File: src/rtl/apb2spi_xfer_ctrl.sv
// APB master sequencer for a SPI peripheral: write TX word, poll status until idle, read RX word.
// Optional poll timeout is compiled in with `define APB2SPI_XFER_TIMEOUT_EN.
module apb2spi_xfer_ctrl #(
  parameter logic [31:0] TX_ADDR   = 32'h0000_0000,
  parameter logic [31:0] STAT_ADDR = 32'h0000_0004,
  parameter logic [31:0] RX_ADDR   = 32'h0000_0008,
  parameter int          BUSY_BIT  = 0,
  parameter int          POLL_MAX  = 255
) (
  input  logic        pi_clk,
  input  logic        pi_rst,
  input  logic [1:0]  pi_req,
  input  logic [63:0] pi_req_data,
  output logic [1:0]  po_done,
  output logic [31:0] po_rdata,
  output logic        po_err,
  output logic [31:0] po_paddr,
  output logic        po_psel,
  output logic        po_penable,
  output logic        po_pwrite,
  output logic [31:0] po_pwdata,
  output logic [3:0]  po_pstrb,
  input  logic        pi_pready,
  input  logic [31:0] pi_prdata,
  input  logic        pi_pslverr
);

  typedef enum logic [2:0] {IDLE, WR_S, WR_A, PL_S, PL_A, RD_S, RD_A, DONE} state_t;

  if (POLL_MAX < 1 || POLL_MAX > 255) begin : g_bad_poll_max
    $error("POLL_MAX must be in 1..255");
  end

  state_t      state;
  state_t      state_nxt;
  logic        grant;
  logic        last_grant;
  logic        err;
  logic [31:0] tx_word;
  logic [31:0] rx_word;
  logic        pick;
  logic        start;
  logic        in_access;
  logic        busy;
  logic        timeout;
  logic        abort;

  // On a tie the requester that was not served last wins.
  assign pick      = (pi_req == 2'b11) ? ~last_grant : pi_req[1];
  assign start     = (state == IDLE) && (|pi_req);
  assign in_access = (state == WR_A) || (state == PL_A) || (state == RD_A);
  assign busy      = pi_prdata[BUSY_BIT];
  assign abort     = in_access && pi_pready && (pi_pslverr || timeout);

`ifdef APB2SPI_XFER_TIMEOUT_EN
  logic [7:0] poll_cnt;

  always_ff @(posedge pi_clk or posedge pi_rst) begin
    if (pi_rst) begin
      poll_cnt <= '0;
    end else if (state == WR_A && pi_pready) begin
      poll_cnt <= '0;
    end else if (state == PL_A && pi_pready) begin
      poll_cnt <= poll_cnt + 8'd1;
    end
  end

  // Compare against the count this completing poll brings it to.
  assign timeout = (state == PL_A) && pi_pready && busy && (poll_cnt == 8'(POLL_MAX - 1));
`else
  assign timeout = 1'b0;
`endif

  always_ff @(posedge pi_clk or posedge pi_rst) begin
    if (pi_rst) begin
      state      <= IDLE;
      grant      <= 1'b0;
      last_grant <= 1'b1;
      err        <= 1'b0;
    end else begin
      state <= state_nxt;
      if (start) begin
        grant      <= pick;
        last_grant <= pick;
        err        <= 1'b0;
      end else if (abort) begin
        err <= 1'b1;
      end
    end
  end

  // Data holding registers carry no reset; every output that shows them is state-gated.
  always_ff @(posedge pi_clk) begin
    if (start) begin
      tx_word <= pick ? pi_req_data[63:32] : pi_req_data[31:0];
    end
    if (state == RD_A && pi_pready) begin
      rx_word <= pi_prdata;
    end
  end

  always_comb begin
    state_nxt  = state;
    po_psel    = 1'b0;
    po_penable = 1'b0;
    po_pwrite  = 1'b0;
    po_paddr   = '0;
    po_pwdata  = '0;
    po_pstrb   = '0;
    po_done    = '0;
    po_err     = 1'b0;
    po_rdata   = '0;
    case (state)
      IDLE: if (|pi_req) state_nxt = WR_S;
      WR_S, WR_A: begin
        po_psel    = 1'b1;
        po_penable = (state == WR_A);
        po_pwrite  = 1'b1;
        po_paddr   = TX_ADDR;
        po_pwdata  = tx_word;
        po_pstrb   = 4'hF;
        if (state == WR_S) state_nxt = WR_A;
        else if (pi_pready) state_nxt = pi_pslverr ? DONE : PL_S;
      end
      PL_S, PL_A: begin
        po_psel    = 1'b1;
        po_penable = (state == PL_A);
        po_paddr   = STAT_ADDR;
        if (state == PL_S) state_nxt = PL_A;
        else if (pi_pready) begin
          if (abort) state_nxt = DONE;
          else if (busy) state_nxt = PL_S;
          else state_nxt = RD_S;
        end
      end
      RD_S, RD_A: begin
        po_psel    = 1'b1;
        po_penable = (state == RD_A);
        po_paddr   = RX_ADDR;
        if (state == RD_S) state_nxt = RD_A;
        else if (pi_pready) state_nxt = DONE;
      end
      DONE: begin
        po_done   = grant ? 2'b10 : 2'b01;
        po_err    = err;
        po_rdata  = err ? 32'h0 : rx_word;
        state_nxt = IDLE;
      end
      default: state_nxt = IDLE;
    endcase
  end

endmodule

File: config.mk
export PLATFORM = sky130hd
export DESIGN_NAME = apb2spi_xfer_ctrl
export DESIGN_NICKNAME = d
export VERILOG_FILES = /design/src/rtl/apb2spi_xfer_ctrl.sv
export SDC_FILE = /design/constraint.sdc
export NUM_CORES = 1
export LEC_CHECK = 0
export ABC_AREA = 1
export CORE_MARGIN = 1.5
export CORE_UTILIZATION = 25
export CTS_CLUSTER_DIAMETER = 30
export DETAILED_ROUTE_END_ITERATION = 12
export GPL_ROUTABILITY_DRIVEN = 0
export GPL_TIMING_DRIVEN = 0
export PLACE_DENSITY = 0.56
export SKIP_LAST_GASP = 1
export SYNTH_ARGS = -nofsm -noshare
export SYNTH_HDL_FRONTEND = slang
export SYNTH_SLANG_ARGS = --single-unit
File: constraint.sdc
create_clock -name pi_clk -period 3.2 [get_ports pi_clk]
set_input_delay 0.32 -clock pi_clk [delete_from_list [all_inputs] [get_ports pi_clk]]
set_output_delay 0.32 -clock pi_clk [all_outputs]
set_load 0.005 [all_outputs]
==> impl_metrics.yaml <==
clocking:
  tritoncts: "yes"
  cts_setup_buffers: 0
  root_buffer: "clkbuf_16"
  cts.repair.resized: 0
  ctsHoldBuffers: 0
  insertion_delay_ns: 0.33
  cts_buffers: 9
  cts_sinks: 70
  htreeDepth: 3
  path_clk_slew_ns: 0.06
  cts_buffer_depth: 2
route:
  first_pass_iters: 4
  ant_nets: 0
  wl_per_cell_um: 12.5
  vias: 2892
  viasPerCell: 3.91
  drc: 0
  wl_mm: 9.26
  drtIter0Drc: 89
power_and_ir_drop:
  report.power.total_w: 0.00426
  ir_drop_v: 0.000280
  p_leak_nw: 2.51
  swShare: 0.299
  powerDensity_nw_per_um2: 703
  seq_power_share: 0.308
  p_clk_frac: 0.263
  switchingPower_w: 0.00127
  p_int_w: 0.00298
  pwr-share-comb: 0.429
layout:
  final_util: 0.438
  fill_cells: 1343
  instances_no_fill: 739
  diodes: 0
  drive_gt1_frac: 0.190
  area_delta_synth_final_pct: 71.1
  nNetsFinal: 656
floorplan:
  coreArea_um2: 13800
  io_pins: 208
  die_x_um: 122
  die-area_um2: 14900
  row_count: 43
  start_util: 0.256
  fp.dieH_um: 122
sta:
  setup_viol: 0
  hold_violations: 0
  hold_ws_ns: 0.228
  post-route-period-util: 0.775
  setup_ws_ns: 0.720
  worst_pin_slew_ns: 0.756
  fmax_ghz: 0.403
  clock_skew_ns: 0.00717
  slew_headroom: 0.494
  drv_slew: 0
  period_needed_ns: 2.48
  rsz0062_at_grt: "false"
flow_run:
  cap_viol_max_count: 0
worst_setup_path:
  critical_path_class: "reg -> out"
  required_ns: 2.88
  critPathLaunchType: "flip-flop"
  arrival_ns: 2.16
  r2r_slack_ns: 1.41
  r2r-start: "state[1]"
  endpoint_kind: "primary output"
  crit_path_max_fanout: 10
  timing.rr.end: "rx_word[26]"
  reg2reg_depth: 3
global_routing:
  grt_pass1_vias: 2769
  grt_first_pass_wirelength_mm: 14.0
  track_usage: 0.125
  grt_overflow: 0
  antenna_found_initial: 0
  grt_start_max_net_pins: 33
synthesis:
  syn_area_per_cell_um2: 10.6
  syn_area_um2: 3540
  synth_warnings: 0
  ys_seq_elements: 70
  synthCells: 335
  ys_seq_area_frac: 0.586
  synth_cell_types: 28
place:
  dp_slack_ns: 1.04
  place_hpwl_mm: 7.30
  portBuffers: 177
  dp.cells: 723
run_status:
  status: "completed"
worst_hold_path:
  hp-class: "in -> async"
==> Yosys cell counts <==
cell	number	area [um^2]
clkinv_1	1	3.75
mux2_2	29	327
nor3_2	2	20.0
mux2_1	3	33.8
nand3_1	2	10.0
o21ai_0	3	15.0
inv_2	4	15.0
inv_1	41	154
buf_2	3	15.0
nor2_4	1	11.3
buf_6	3	33.8
nand2_2	3	18.8
and3_1	1	6.26
nor2_1	73	274
nand2_1	45	169
nor2_2	2	12.5
o21ai_1	1	5.00
dfrtp_1	5	125
nand3_2	1	10.0
buf_4	37	278
conb_1	1	3.75
nor3_1	3	15.0
dfstp_2	1	26.3
clkbuf_1	3	11.3
edfxtp_1	64	1920
o21a_1	1	7.51
a21oi_1	1	5.00
o21bai_2	1	11.3
==> layout make-up <==
type	count	area, um^2	share of cell area
sequential	70	2070	0.342
timing repair buffer	179	1820	0.300
multi-input combinational	202	1080	0.179
buffer	46	338	0.0558
clock buffer	13	280	0.0463
tap	180	225	0.0372
inverter	46	173	0.0285
clock inverter	3	63.8	0.0105
==> metrics by stage <==
step                      setup TNS, ns  instance area [um^2]
after floorplan                       0                  3650
after global placement           -11.42                  5650
after detailed placement              0                  5710
after CTS                             0                  6050
after global routing                  0                  6050
final                                 0                  6050
==> flip-flops by register name (all words and copies together) (netlist names) <==
signal	flops
tx_word	32
state	3
last_grant	1
rx_word	32
err	1
grant	1
==> power groups by stage <==
stage / combinational, W / clock (W) / sequential, W
3_5_place_dp: 0.00184 / 0 / 0.00133
4_1_cts: 0.00186 / 0.00116 / 0.00131
5_1_grt: 0.00202 / 0.00120 / 0.00133
2_1_floorplan: 0.000849 / 0 / 0.00131
6_report: 0.00183 / 0.00112 / 0.00131
3_3_place_gp: 0.00180 / 0 / 0.00133
==> critical path, cell delays in order (launching register included) <==
cell and delay [ns]:
dfrtp_1 0.47, nor2_4 0.21, inv_2 0.06, nand3_2 0.14, buf_2 0.24, inv_1 0.13
buf_4 0.14, clkdlybuf4s50_1 0.44
==> worst max-delay path by stage <==
stage	from	endpoint	slack, ns	depth (start not counted)
2_1_floorplan	state[0]	tx_word[0]	0.65	3
3_3_place_gp	pi_req[1]	tx_word[23]	-0.34	3
3_5_place_dp	state[0]	po_pstrb[2]	1.04	7
4_1_cts	state[0]	po_pstrb[2]	0.68	7
5_1_grt	state[0]	po_pstrb[1]	0.57	7
6_report	state[0]	po_pstrb[2]	0.72	7
==> cell usage in the layout, fill, tap and decap left out, types with 3 or more instances in the layout <==
cell             count
buf_2                3
inv_2                4
o21ai_0              3
dfrtp_1              5
mux2_2              29
inv_1               41
buf_4               37
nand2_1             45
edfxtp_1            64
clkdlybuf4s50_1    177
clkbuf_1             3
conb_1              30
buf_6                3
clkbuf_16            9
nor2_1              72
clkbuf_8             4
mux2_1               3
nand2_2              3
==> cell families after synthesis <==
group | synth area share
AND/OR/NAND/NOR | 0.155
multiplexers | 0.102
other | 0.00106
AO/OA/AOI/OAI | 0.0124
flip-flops | 0.586
buffers and inverters | 0.144
==> metal layers <==
metal	track usage	vias to the layer above	wire [um]
met5	0	-	0
met4	0.0471	0	144
met3	0.0674	12	1350
met2	0.211	159	4310
met1	0.130	1279	3460
li1	-	1442	-
Power figures use the tool's default switching activity.
